### src/rtl/vga_avalon_pkg.sv
// Shared types for the Avalon pixel/rectangle-fill engine: command word, register map, FSM states.
package vga_avalon_pkg;

    localparam int X_W      = 8;
    localparam int Y_W      = 7;
    localparam int COLOUR_W = 8;

    typedef struct packed {
        logic [X_W-1:0]      x;
        logic [Y_W-1:0]      y;
        logic [X_W-1:0]      w;
        logic [Y_W-1:0]      h;
        logic [COLOUR_W-1:0] colour;
    } cmd_t;

    localparam logic [3:0] ADDR_PLOT    = 4'd0;
    localparam logic [3:0] ADDR_ORIGIN  = 4'd1;
    localparam logic [3:0] ADDR_FILL    = 4'd2;
    localparam logic [3:0] ADDR_STATUS  = 4'd3;
    localparam logic [3:0] ADDR_CLIPCNT = 4'd4;

    typedef enum logic {
        IDLE,
        DRAW
    } state_t;

endpackage

### src/rtl/vga_cmd_fifo.sv
// Synchronous FIFO of draw commands with registered full flag and level count.
// Latency: a pushed entry is visible at the head the cycle after the push.
// Backpressure: pushes while full and pops while empty are ignored.
module vga_cmd_fifo
    import vga_avalon_pkg::*;
#(
    parameter int DEPTH = 4,
    localparam int AW   = $clog2(DEPTH),
    localparam int LW   = AW + 1
) (
    input  logic          clk,
    input  logic          reset_n,
    input  logic          push,
    input  cmd_t          push_dat,
    input  logic          pop,
    output cmd_t          pop_dat,
    output logic          full,
    output logic          empty,
    output logic [LW-1:0] level
);

    cmd_t          mem [DEPTH];
    logic [AW-1:0] wr_ptr;
    logic [AW-1:0] rd_ptr;
    logic [LW-1:0] level_nxt;
    logic          push_ok;
    logic          pop_ok;

    assign empty   = (level == '0);
    assign push_ok = push && !full;
    assign pop_ok  = pop && !empty;
    assign pop_dat = mem[rd_ptr];

    always_comb begin
        level_nxt = level + LW'(push_ok) - LW'(pop_ok);
    end

    always_ff @(posedge clk or negedge reset_n) begin
        if (!reset_n) begin
            wr_ptr <= '0;
            rd_ptr <= '0;
            level  <= '0;
            full   <= 1'b0;
        end else begin
            if (push_ok) wr_ptr <= wr_ptr + 1'b1;
            if (pop_ok)  rd_ptr <= rd_ptr + 1'b1;
            level <= level_nxt;
            full  <= (level_nxt == LW'(DEPTH));
        end
    end

    always_ff @(posedge clk) begin
        if (push_ok) mem[wr_ptr] <= push_dat;
    end

endmodule

### src/rtl/vga_avalon_fill.sv
// Avalon-MM slave queueing plot/fill commands and streaming one pixel per clock to vga_adapter.
// Latency: PLOT accepted in cycle N drives pix_plot in N+2; readdata valid the cycle after read.
// Backpressure: waitrequest stalls PLOT/FILL writes while the FIFO is full. Option: VGA_AVALON_FILL_CLIPCNT_EN.
module vga_avalon_fill
    import vga_avalon_pkg::*;
#(
    parameter int H_RES      = 160,
    parameter int V_RES      = 120,
    parameter int FIFO_DEPTH = 4
) (
    input  logic                clk,
    input  logic                reset_n,
    input  logic [3:0]          address,
    input  logic                read,
    output logic [31:0]         readdata,
    input  logic                write,
    input  logic [31:0]         writedata,
    output logic                waitrequest,
    output logic [X_W-1:0]      pix_x,
    output logic [Y_W-1:0]      pix_y,
    output logic [COLOUR_W-1:0] pix_colour,
    output logic                pix_plot
);

    localparam int           LVL_W = $clog2(FIFO_DEPTH) + 1;
    localparam logic [X_W:0] H_LIM = (X_W+1)'(H_RES);
    localparam logic [Y_W:0] V_LIM = (Y_W+1)'(V_RES);

    cmd_t             push_cmd;
    cmd_t             head;
    cmd_t             cur_q;
    logic             push_addr;
    logic             push;
    logic             pop;
    logic             load;
    logic             emit;
    logic             fifo_full;
    logic             fifo_empty;
    logic [LVL_W-1:0] fifo_level;
    logic [X_W-1:0]   x0_q;
    logic [Y_W-1:0]   y0_q;
    state_t           state_q;
    state_t           state_nxt;
    logic [X_W:0]     cx_q;
    logic [X_W:0]     nx;
    logic [X_W:0]     x_end;
    logic [Y_W:0]     cy_q;
    logic [Y_W:0]     ny;
    logic [Y_W:0]     y_end;
    logic [COLOUR_W-1:0] emit_colour;
    logic             nxt_vis;
    logic             row_end;
    logic             last_pix;
    logic             busy;
    logic [31:0]      clip_cnt;
    logic [31:0]      rd_mux;
    logic             unused_wd;

    assign unused_wd   = &{1'b0, writedata[31], writedata[15]};
    assign push_addr   = (address == ADDR_PLOT) || (address == ADDR_FILL);
    assign waitrequest = write && push_addr && fifo_full;
    assign push        = write && push_addr && !fifo_full;

    always_comb begin
        push_cmd.y      = writedata[30:24];
        push_cmd.x      = writedata[23:16];
        push_cmd.w      = X_W'(1);
        push_cmd.h      = Y_W'(1);
        push_cmd.colour = writedata[7:0];
        if (address == ADDR_FILL) begin
            push_cmd.x = x0_q;
            push_cmd.y = y0_q;
            push_cmd.w = writedata[23:16];
            push_cmd.h = writedata[14:8];
        end
    end

    vga_cmd_fifo #(.DEPTH(FIFO_DEPTH)) u_fifo (
        .clk      (clk),
        .reset_n  (reset_n),
        .push     (push),
        .push_dat (push_cmd),
        .pop      (pop),
        .pop_dat  (head),
        .full     (fifo_full),
        .empty    (fifo_empty),
        .level    (fifo_level)
    );

    // Extents are one bit wider than the fields so x+w-1 never wraps.
    assign x_end    = {1'b0, cur_q.x} + {1'b0, cur_q.w} - 1'b1;
    assign y_end    = {1'b0, cur_q.y} + {1'b0, cur_q.h} - 1'b1;
    assign row_end  = (cx_q == x_end);
    assign last_pix = row_end && (cy_q == y_end);
    assign busy     = !fifo_empty || (state_q != IDLE);

    // The pixel registers load the coordinate the FSM moves to, so each DRAW cycle shows its own pixel.
    always_comb begin
        state_nxt   = state_q;
        pop         = 1'b0;
        load        = 1'b0;
        emit        = 1'b0;
        nx          = cx_q;
        ny          = cy_q;
        emit_colour = cur_q.colour;
        case (state_q)
            IDLE: begin
                if (!fifo_empty) begin
                    pop = 1'b1;
                    if ((head.w != '0) && (head.h != '0)) begin
                        load        = 1'b1;
                        emit        = 1'b1;
                        state_nxt   = DRAW;
                        nx          = {1'b0, head.x};
                        ny          = {1'b0, head.y};
                        emit_colour = head.colour;
                    end
                end
            end
            DRAW: begin
                if (last_pix) begin
                    state_nxt = IDLE;
                end else begin
                    emit = 1'b1;
                    if (row_end) begin
                        nx = {1'b0, cur_q.x};
                        ny = cy_q + 1'b1;
                    end else begin
                        nx = cx_q + 1'b1;
                    end
                end
            end
            default: state_nxt = IDLE;
        endcase
        nxt_vis = (nx < H_LIM) && (ny < V_LIM);
    end

    always_ff @(posedge clk or negedge reset_n) begin
        if (!reset_n) begin
            state_q    <= IDLE;
            cur_q      <= '0;
            cx_q       <= '0;
            cy_q       <= '0;
            pix_plot   <= 1'b0;
            pix_x      <= '0;
            pix_y      <= '0;
            pix_colour <= '0;
        end else begin
            state_q  <= state_nxt;
            cx_q     <= nx;
            cy_q     <= ny;
            pix_plot <= emit && nxt_vis;
            if (load) cur_q <= head;
            if (emit && nxt_vis) begin
                pix_x      <= nx[X_W-1:0];
                pix_y      <= ny[Y_W-1:0];
                pix_colour <= emit_colour;
            end
        end
    end

`ifdef VGA_AVALON_FILL_CLIPCNT_EN
    logic        clip_now;
    logic [31:0] clip_cnt_q;

    assign clip_now = (state_q == DRAW) && !((cx_q < H_LIM) && (cy_q < V_LIM));
    assign clip_cnt = clip_cnt_q;

    always_ff @(posedge clk or negedge reset_n) begin
        if (!reset_n) begin
            clip_cnt_q <= '0;
        end else if (write && (address == ADDR_CLIPCNT)) begin
            clip_cnt_q <= '0;
        end else if (clip_now && (clip_cnt_q != '1)) begin
            clip_cnt_q <= clip_cnt_q + 1'b1;
        end
    end
`else
    assign clip_cnt = '0;
`endif

    always_comb begin
        rd_mux = '0;
        case (address)
            ADDR_STATUS:  rd_mux = {16'h0, 8'(fifo_level), 7'h0, busy};
            ADDR_CLIPCNT: rd_mux = clip_cnt;
            default:      rd_mux = '0;
        endcase
    end

    always_ff @(posedge clk or negedge reset_n) begin
        if (!reset_n) begin
            x0_q     <= '0;
            y0_q     <= '0;
            readdata <= '0;
        end else begin
            if (write && (address == ADDR_ORIGIN)) begin
                x0_q <= writedata[23:16];
                y0_q <= writedata[30:24];
            end
            readdata <= read ? rd_mux : '0;
        end
    end

endmodule

### config.mk
export PLATFORM = sky130hd
export DESIGN_NAME = vga_avalon_fill
export DESIGN_NICKNAME = d
export VERILOG_FILES = /design/src/rtl/vga_avalon_pkg.sv /design/src/rtl/vga_cmd_fifo.sv /design/src/rtl/vga_avalon_fill.sv
export SDC_FILE = /design/constraint.sdc
export NUM_CORES = 1
export LEC_CHECK = 0
export CAP_MARGIN = 20
export CORE_MARGIN = 8
export CORE_UTILIZATION = 63
export CTS_CLUSTER_SIZE = 40
export DETAILED_ROUTE_END_ITERATION = 10
export PLACE_DENSITY = 0.91
export SETUP_SLACK_MARGIN = 0.3
export SYNTH_ARGS = -nofsm -noshare
export SYNTH_HDL_FRONTEND = slang
export SYNTH_SLANG_ARGS = --single-unit
### constraint.sdc
create_clock -name clk -period 12.8 [get_ports clk]
set_clock_uncertainty 0.2 [all_clocks]
set_input_delay 1.92 -clock clk [delete_from_list [all_inputs] [get_ports clk]]
set_output_delay 1.92 -clock clk [all_outputs]
set_load 0.02 [all_outputs]
==> After elaboration in Yosys (flattened, before gate mapping) <==
Memory sizes are Yosys's and may differ from the RTL's.
Cells that the tools add are included.
{ "classes": {"addsub": 10, "magnitude_cmp": 2, "n_eq_ne": 6, "muxes": 25, "n_bitwise": 1, "n_reduce_logical": 18} }
{ "ops": {"columns": ["op", "count"], "rows": [
  ["$mux 8", 7],
  ["$mux 9", 4],
  ["$mux 32", 1],
  ["$mux 30", 1],
  ["$pmux 9 s2", 1],
  ["$pmux 8 s2", 1],
  ["$mux 11", 1],
  ["$logic_and 1x1->1", 10],
  ["$add 8x8->9", 1],
  ["$add 9x1->9 const B", 1],
  ["$eq 9x9->1", 1],
  ["$lt 9x8->1 const B", 1],
  ["$sub 9x1->9 const B", 1],
  ["$add 7x7->8", 1],
  ["$add 8x1->8 const B", 1],
  ["$eq 4x2->1 const B", 2],
  ["$eq 8x8->1", 1],
  ["$lt 8x7->1 const B", 1],
  ["$mux 1", 8],
  ["$reduce_bool 8->1", 1],
  ["$sub 8x1->8 const B", 1],
  ["$reduce_bool 7->1", 1],
  ["$add 2x1->2 const B", 2],
  ["$eq 4x1->1 const B", 1],
  ["other kinds (9)", 11]
]} }
{ "word_totals": {"regBits": 135, "ram_bits": 152, "in_bits": 40, "n_memories": 1} }
{ "mem_list": {"columns": ["memory", "depth", "word_bits", "read_ports", "rd_ports_with_merged_regs", "write_ports", "line_no", "rtl"], "rows": [
  ["u_fifo.mem", 4, 38, 1, 0, 1, "vga_cmd_fifo.sv:22", "cmd_t mem [DEPTH];"]
]} }

==> Depth between registers and ports, before layout <==
{ "logic_depth": {"ltp_word": 9, "mapped_depth": 19} }

==> Modules after synthesis <==
Synthesis repeated with hierarchy kept, for this count alone.
{ "unflattened": {"hier_cells": 847, "area_unflattened_um2": 11951.5} }
{ "by_module_without_submodules": {"columns": ["module", "n_inst", "cells_each", "area_per_inst_um2"], "rows": [
  ["vga_cmd_fifo", 1, 238, 5987.0],
  ["vga_avalon_fill", 1, 609, 5964.5]
]} }

==> Worst setup path after synthesis <==
No wires, ideal clock.
{ "synth_timing": {"path_type": "input-to-output", "start": "in address[3]", "end": "out waitrequest", "t_arrival_ps": 2390, "path_slack_ps": 8290, "cell_stages": 2, "path_buffers": 0, "cell_sequence": "nor2_1 -> and4b_1"} }
{ "synth_via": {"elab_chain_len": 4} }
{ "synth_lines": {"columns": ["element", "line_no", "rtl"], "rows": [
  ["from (decl)", "vga_avalon_fill.sv:13", "input logic [3:0] address,"],
  ["$eq 4x2->1 / $logic_not 4->1 (equally long branches)", "vga_avalon_fill.sv:60", "assign push_addr = (address == ADDR_PLOT) || (address == ADDR_FILL);"],
  ["$logic_or 1x1->1 (*)", "vga_avalon_fill.sv:60", null],
  ["$logic_and 1x1->1 (*) (2 in series)", "vga_avalon_fill.sv:61", "assign waitrequest = write && push_addr && fifo_full;"],
  ["to (decl)", "vga_avalon_fill.sv:18", "output logic waitrequest,"]
]} }
Mark *: on every way between the ends. The rest lies on a longest branch, timed or not.

==> Final worst setup path <==
Same ends and word-level chain as after synthesis.

==> results.json <==
{
  "outcome": "finished clean",
  "synth_commonest_cells": "edfxtp_1 (152), dfrtp_1 (107), inv_1 (70)",
  "rrSetupSlack_ns": 7.37,
  "dieArea_um2": 23500,
  "synth_cells": 795,
  "worstRegToRegCells": 16,
  "syn_to_final_growth_pct": 13.58,
  "hpwl_um": 15440,
  "cts_tree": "done",
  "setup_violations": 0,
  "ctsLongestPathBuffers": 3,
  "synth_top_area_share_pct": 38.44,
  "ant_nets": 0,
  "syn-cell-area_um2": 11870,
  "gp_congestion": 0.8246,
  "min_period_ns": 5.518,
  "cts_hold_buf": 0,
  "rsz0062_at_grt": "false",
  "crit_type": "in -> out",
  "crit_start": "address[3]",
  "power_w": 0.003273,
  "ys_seq_elements": 259,
  "hold_violations": 0,
  "via_per_inst": 5.999,
  "start_util_pct": 63.91,
  "fin_nets": 946,
  "clock_sinks": 259,
  "ys_warn_count": 0,
  "finalCritPeriodShare_pct": 43.11,
  "reg2reg_from": "cur_q[16]",
  "max_freq_mhz": 181.2,
  "grt_max_degree": 77,
  "drv_cap": 0,
  "clk_pin_slew_ns": 0.06,
  "yosys.area.top_type": "edfxtp_1",
  "critPathLaunchType": "input port",
  "arrival_ns": 3.40,
  "synth_most_common_cell": "edfxtp_1",
  "dieWidth_um": 153.3,
  "grt_pass1_vias": 7077,
  "crit_required_ns": 10.68,
  "numPortBuffers": 66,
  "ys_types": 67,
  "grtUsageTotal_pct": 21.34,
  "ys.flop_type": "edfxtp_1",
  "ctsRootBufferMaster": "clkbuf_16",
  "syn_avg_cell_area_um2": 14.94,
  "post_cts_buffers": 0,
  "synth-edff-count": 152,
  "wirelength_um": 25220,
  "grt_pass1_wl_um": 39520,
  "max-slew-margin-rel_pct": 29.58,
  "drc_errors": 0,
  "cts_resized": 0,
  "power_leakage_nw": 5.335,
  "p_per_area_nw_per_um2": 242.7,
  "hp-class": "reg -> reg",
  "coreArea_um2": 18580,
  "async_flop_share_pct": 41.31,
  "tightest_slew_ns": 1.056,
  "io_pins": 97,
  "numCtsBuffers": 25,
  "end_kind": "output port",
  "ir_drop_mv": 0.1256,
  "rows": 50,
  "fin_setup_tns_ns": 0,
  "die_y_um": 153.3,
  "dr.first_iter.drc_count": 576,
  "cp_max_fo": 4,
  "ctsHtreeMaxLevel": 1,
  "route.vias.total": 6719,
  "netlist_top_cells_area": "edfxtp_1 (38%), dfrtp_1 (23%), mux4_2 (7.0%), mux2_2 (5.8%), ha_1 (3.8%)",
  "wl_per_cell_um": 22.52,
  "gr-total-overflow": 0,
  "insertedDiodeCount": 0,
  "drive_above_1_share_pct": 19.86,
  "grt_antenna_before_repair": 0,
  "dr.pass1.iters": 4,
  "seq_area_frac_synth_pct": 60.99,
  "cp-endpoint": "waitrequest",
  "rr_endpoint": "pix_colour[5]",
  "clk_latency_ns": 0.52,
  "finalMaxSlewViolations": 0
}
==> sequential cells by signal, indices dropped and copies added, names as in the netlist <==
signal / count
cur_q: 38
cx_q: 9
cy_q: 8
pix_colour: 8
pix_plot: 1
pix_x: 8
pix_y: 7
readdata: 4
state_q: 1
u_fifo.full: 1
u_fifo.level: 3
u_fifo.mem: 152
u_fifo.rd_ptr: 2
u_fifo.wr_ptr: 2
x0_q: 8
y0_q: 7
==> cell families after synthesis <==
group | after synthesis | synth area share, %
adder cells (fa/ha/maj) | 39 | 4.299
buffers and inverters | 130 | 5.469
AO/OA/AOI/OAI | 86 | 5.596
multiplexers | 116 | 14.88
other | 1 | 0.03158
AND/OR/NAND/NOR | 125 | 5.859
XOR/XNOR | 39 | 2.877
flip-flops | 259 | 60.99
==> final cells by class <==
| class | instances | area (um^2) |
|---|---|---|
| clock buffers | 34 | 680.7 |
| clock inverters | 12 | 166.4 |
| fillers | 1111 | 5094 |
| inverters | 70 | 262.8 |
| multi-input cells | 433 | 4095 |
| flip-flops and latches | 259 | 7243 |
| well taps | 234 | 292.8 |
| repair buffers | 78 | 745.7 |
==> through the flow <==
stage / hold slack, ns / cells / utilization [%] / worst slack [ns] / cell area [um^2]
2_1_floorplan: 0.2495 / 822 / - / 8.290 / 11980
3_3_place_gp: 0.2581 / 1073 / 68.00 / 7.327 / 12630
3_5_place_dp: 0.2660 / 1073 / 68.00 / 7.272 / 12630
4_1_cts: 0.2792 / 1119 / 72.56 / 7.280 / 13480
5_1_grt: 0.2944 / 1120 / 72.59 / 7.119 / 13490
6_report: 0.2788 / 1120 / 72.59 / 7.282 / 13490
==> worst max-delay path, stage by stage <==
cell and delay [ns]:
clkdlybuf4s50_1 0.44, nor2_1 0.20, and4b_1 0.22, clkdlybuf4s50_1 0.61
==> how the worst min path moves through the flow <==
stage | start | to | slack [ns] | depth (start not counted)
6_report | cur_q[25] | cur_q[25] | 0.28 | 1
5_1_grt | cur_q[34] | cur_q[34] | 0.29 | 1
4_1_cts | cur_q[34] | cur_q[34] | 0.28 | 1
3_5_place_dp | cur_q[24] | cur_q[24] | 0.27 | 1
3_3_place_gp | cur_q[25] | cur_q[25] | 0.26 | 1
2_1_floorplan | cur_q[24] | cur_q[24] | 0.25 | 1
==> per-layer routing <==
layer / wire [um] / track usage [%] / up-vias / part of all wire (%)
met1: 10080 / 26.55 / 3412 / 40
li1: - / - / 2992 / -
met5: 0 / 0 / - / 0
met4: 592 / 6.880 / 0 / 2.3
met2: 12960 / 37.23 / 273 / 51
met3: 1587 / 3.862 / 42 / 6.3
==> cells in the final DEF, fill, tap and decap left out, drive strengths merged, types with 19 or more instances in the layout <==
cell / synthesis / routed
mux2: 75 / 75
inv: 70 / 71
conb: 1 / 28
ha: 36 / 36
nand3: 19 / 19
edfxtp: 152 / 152
xnor2: 29 / 29
dfrtp: 107 / 107
mux4: 37 / 37
nand2: 24 / 24
clkbuf: 14 / 35
clkdlybuf4s50: 0 / 65
and2: 21 / 21
==> report_power, final <==
| part | switching (W) | internal [W] | leakage, nW |
|---|---|---|---|
| logic | 0.000683 | 0.000680 | 2.25 |
| registers | 0.000110 | 0.00104 | 2.67 |
| clock network | 0.000306 | 0.000455 | 0.416 |
| total | 0.00110 | 0.00217 | 5.34 |
No activity file was read; power rests on OpenSTA's default activity.
==> RTL edit 1 (same flow settings) <==
The option `VGA_AVALON_FILL_CLIPCNT_EN` is turned on by a define.
--- a/src/rtl/vga_avalon_fill.sv
+++ b/src/rtl/vga_avalon_fill.sv
@@ -3,2 +3,4 @@
 // Backpressure: waitrequest stalls PLOT/FILL writes while the FIFO is full. Option: VGA_AVALON_FILL_CLIPCNT_EN.
+`define VGA_AVALON_FILL_CLIPCNT_EN
+
 module vga_avalon_fill
Behaviour: not the same (a bounded check fails within 10 cycles, from zero or initial values and one cycle with reset_n low).
==> RTL edit 1 against the original RTL <==
- setup slack worse by 0.11 ns
- routed wire length up 19%
- power up 15%
- first-iteration DRC count up 39%
- sequential cell count up 60
- highest routed layer unchanged
- register-to-register slack about the same
- largest cell class unchanged
- final area up 21%
- synthesized area up 19%
- largest power group unchanged
==> RTL edit 1: results (changes against the original RTL) <==
| Metric | Value |
|---|---|
| Status | finished, final reports clean |
| Post-synthesis area per instance | 14.0 um2 (-6.4%) |
| Placer Congestion | 0.847 (+2.7%) |
| Sequential element share of the synthesized area | 0.618 (+0.00817) |
| Vias in the first global route | 9119 (+29%) |
| Largest registers | u_fifo.mem x152, cur_q x38 |
| Layout cell share with drive strength beyond 1 | 0.169 (-0.0296) |
| Worst-Skew Late Latency | 0.55 ns (+0.03 ns) |
| CP max stage delay | 0.64 ns (+0.03 ns) |
| Reg-to-Reg Start | u_fifo.rd_ptr[0]$_DFFE_PN0P_ |
| Largest net degree at the start of global routing | 108 (+40%) |
| Met3 usage | 0.0414 (+0.00274) |
| Worst Tran Pin Value | 1.03 ns (-0.0236 ns) |
| Layout net count | 1197 (+27%) |
| Netlist cell types | 70 (+4.5%) |
| R2R setup slack | 7.36 ns (about the same) |
| Maximum VDD drop | 145 uV (+16%) |
| Placed insts | 1368 (+27%) |
| DP Wirelength | 19.4 mm (+25%) |
| Metal-1 WL | 12.2 mm (+21%) |
| Cts bufs inserted | 31 (+24%) |
| Vias | 8621 (+28%) |
| Met2 Use GR | 0.376 (+0.00361) |
| GRT Util Overall | 0.218 (+0.00412) |
| Fraction of registers with async set/reset | 0.524 (+0.110) |
[RTL edit 1: path summary, 6_finish.rpt]
check                                               endpoint  depth (start not counted)
worst max-delay path                             waitrequest                          5
worst min-delay path                   cur_q[24]$_DFFE_PN0P_                          1
worst max register to register     pix_colour[0]$_DFFE_PN0P_                         12
worst min register to register         cur_q[24]$_DFFE_PN0P_                          1
max in group asynchronous       u_fifo.rd_ptr[0]$_DFFE_PN0P_                          2
min in group asynchronous              cur_q[35]$_DFFE_PN0P_                          1
[RTL edit 1: power by group]
| group | internal [uW] | switching (uW) | leakage (uW) |
|---|---|---|---|
| combinational | 691 | 790 | 0.00267 |
| clock | 502 | 370 | 0.000468 |
| sequential | 1260 | 150 | 0.00348 |
| total | 2450 | 1310 | 0.00661 |
[RTL edit 1: through the flow]
step,setup slack (ns),hold slack (ns),area [um2]
after floorplan,8.03,0.246,14100
after global placement,7.18,0.259,15400
after detailed placement,7.17,0.268,15400
after CTS,7.16,0.280,16300
after global routing,7.08,0.300,16300
final,7.17,0.278,16300
[RTL edit 1: layout make-up]
| cell class | count | area share |
|---|---|---|
| Clock buffer | 49 | 0.0528 |
| Tap cell | 285 | 0.0218 |
| Sequential cell | 319 | 0.535 |
| Clock inverter | 9 | 0.00628 |
| Multi-Input combinational cell | 583 | 0.304 |
| Inverter | 75 | 0.0172 |
| Timing Repair Buffer | 107 | 0.0634 |
[RTL edit 1: logic make-up (layout without fill, tap and decap cells)]
logic type / count (synthesis) / count (layout) / share of synthesized area
AND/OR/NAND/NOR: 256 / 256 / 0.0953
flip-flops: 319 / 319 / 0.618
adder cells (fa/ha/maj): 40 / 40 / 0.0370
buffers and inverters: 110 / 240 / 0.0319
XOR/XNOR: 56 / 56 / 0.0347
multiplexers: 119 / 119 / 0.128
AO/OA/AOI/OAI: 112 / 112 / 0.0555
==> RTL edit 2 (config.mk and constraints unchanged) <==
Without the edit above. Take the reset off `cy_q` and load it in a clocked block of its own.
--- a/src/rtl/vga_avalon_fill.sv
+++ b/src/rtl/vga_avalon_fill.sv
@@ -142,3 +142,2 @@
             cx_q       <= '0;
-            cy_q       <= '0;
             pix_plot   <= 1'b0;
@@ -150,3 +149,2 @@
             cx_q     <= nx;
-            cy_q     <= ny;
             pix_plot <= emit && nxt_vis;
@@ -159,2 +157,6 @@
         end
+    end
+
+    always_ff @(posedge clk) begin
+        cy_q <= ny;
     end
Function: no difference found for any inputs over 4 cycles, from zero or initial values and one cycle with reset_n low; that may be too few to reach the edited logic, so the function may still have changed.
==> RTL edit 2 against the original RTL <==
- first-iteration DRC count fell by 11%
- setup slack improved by 0.0027 ns
- register-to-register slack better by 0.02 ns
- final area fell by 0.58%
- maximum frequency about the same
- synthesized area shrank 0.34%
- sequential share of layout area is essentially flat
- global-route usage shrank 0.12 points
- routed wire length fell by 1.5%
- sequential cell count stayed put
- via count up 0.46%
- power shrank 0.87%
- highest routed layer is now met5
==> RTL edit 2: results (changes against the original RTL) <==
| Metric | Value |
|---|---|
| Maximum VDD drop | 117 uV (-6.6%) |
| Biggest register | u_fifo.mem |
| Initial drt markers | 510 (-11%) |
| R2R setup slack | 7.39 ns (+0.02 ns) |
| Worst Tran Pin Value | 0.969 ns (-0.0874 ns) |
| Post-synthesis area per instance | 14.9 um2 (-0.34%) |
| Layout net count | 947 (+0.11%) |
| H-tree depth | 1 (unchanged) |
| Vias in the first global route | 7173 (+1.4%) |
| Fraction of registers with async set/reset | 0.382 (-0.0309) |
| Netlist cell types | 68 (+1.5%) |
| First-pass GRT wire length | 39.4 mm (-0.33%) |
| Switch Pwr | 1110 uW (+1.5%) |
| Met3 usage | 0.0389 (+0.000282) |
| Met2 Use GR | 0.374 (+0.00170) |
| Largest net degree at the start of global routing | 51 (-34%) |
| Sink Count | 259 (unchanged) |
| Sequential element share of the synthesized area | 0.609 (-0.00132) |
| Worst min path class | flop to flop |
| Post-route insts no fill | 1122 (+0.18%) |
| Min-Delay Endpoint | cur_q[32]$_DFFE_PN0P_ |
| Seq area share | 0.537 (about the same) |
| Initial antenna violation count | 1 (+1) |
| Hold Slack | 0.275 ns (-0.00387 ns) |
| Worst-case clock buffer depth | 3 (unchanged) |
| Cts bufs inserted | 26 (+4.0%) |
| YS warnings | 0 (unchanged) |
| Setup Buffers After CTS | 0 (unchanged) |
| Leak pwr | 0.00529 uW (-0.87%) |
| Status | finished, final reports clean |
| Synth area leaders | edfxtp_1, dfrtp_1, mux4_2 |
| Routed wire length | 24.8 mm (-1.5%) |
| Reg2reg end | pix_colour[0]$_DFFE_PN0P_ |
| Vias per cell | 6.02 (+0.28%) |
| Reg-to-Reg Start | cur_q[31]$_DFFE_PN0P_ |
| Routed length on met2 | 12.8 mm (-1.4%) |
| Worst hold stages | 1 (unchanged) |
| Root Driver | clkbuf_16 |
| Fill count | 1094 (-1.5%) |
| Top cells by count, synth | edfxtp_1, dfrtp_1, inv_1 |
| Port Buffers | 66 (unchanged) |
| GRT Util Overall | 0.212 (-0.00119) |
| TritonRoute pass-1 iters | 5 (+1) |
| Layout cell share with drive strength beyond 1 | 0.198 (-0.000447) |
| M1 GR Usage | 0.263 (-0.00287) |
| Fraction of area in multi-input gates | 0.305 (+0.00178) |
| DP Wirelength | 15.7 mm (+1.4%) |
| Largest registers | u_fifo.mem x152, cur_q x38, cx_q x9 |
| Invs w/o clock | 70 (unchanged) |
| Signal buf overhead | 0.0556 (+0.000325) |
| WL met3 | 1.70 mm (+7.2%) |
| Min-Delay Startpoint | cur_q[32]$_DFFE_PN0P_ |
| ClkCell Share | 0.0603 (-0.00252) |
| Max layer used | met5 |
| Placer Congestion | 0.824 (-0.12%) |
| Metal-1 WL | 9.72 mm (-3.5%) |
| PostCTS Resize Cnt | 0 (unchanged) |
| CP max stage delay | 0.60 ns |
| CLK BUF | 41 (+21%) |
RTL edit 2: changes by cell type in the layout (fill, tap and decap cells not counted), sizes merged:
cell	change
dfrtp	-8
bufinv	-4
inv	+1
clkinv	-2
buf	+1
clkbuf	+6
dfxtp	+8
RTL edit 2: worst max-delay path by stage:
| stage | start | to | slack [ns] | cells after the start |
|---|---|---|---|---|
| finish | address[3] | waitrequest | 7.28 | 4 |
| detailed placement | address[3] | u_fifo.mem[1][26]$_DFFE_PP_ | 7.27 | 5 |
| floorplan | address[3] | waitrequest | 8.29 | 2 |
| CTS | address[3] | waitrequest | 7.27 | 4 |
| global placement | address[3] | waitrequest | 7.28 | 4 |
| global route | cur_q[31]$_DFFE_PN0P_ | pix_colour[0]$_DFFE_PN0P_ | 7.03 | 16 |
RTL edit 2: stage by stage:
step	setup slack, ns	area [um2]	power, uW	util
3_3_place_gp	7.28	12600	2440	0.678
4_1_cts	7.27	13400	3260	0.721
6_report	7.28	13400	3240	0.722
2_1_floorplan	8.29	11900	2220	-
3_5_place_dp	7.27	12600	2510	0.678
5_1_grt	7.03	13400	3440	0.722
RTL edit 2: kinds of logic after synthesis:
logic type      count (synthesis)  share of synthesized area
flops                         259                      0.609
buf+inv                       130                     0.0549
simple gates                  125                     0.0588
mux                           116                      0.149
compound gates                 86                     0.0561
fa+ha+maj                      39                     0.0431
xor+xnor                       39                     0.0289
other cells                     1                   0.000317
RTL edit 2: power by group through the flow:
stage / Sequential [uW] / Clock [uW] / Combinational, uW
2_1_floorplan: 1170 / 0 / 1050
3_3_place_gp: 1170 / 0 / 1270
3_5_place_dp: 1180 / 0 / 1330
5_1_grt: 1190 / 756 / 1490
4_1_cts: 1170 / 724 / 1360
6_report: 1180 / 714 / 1350
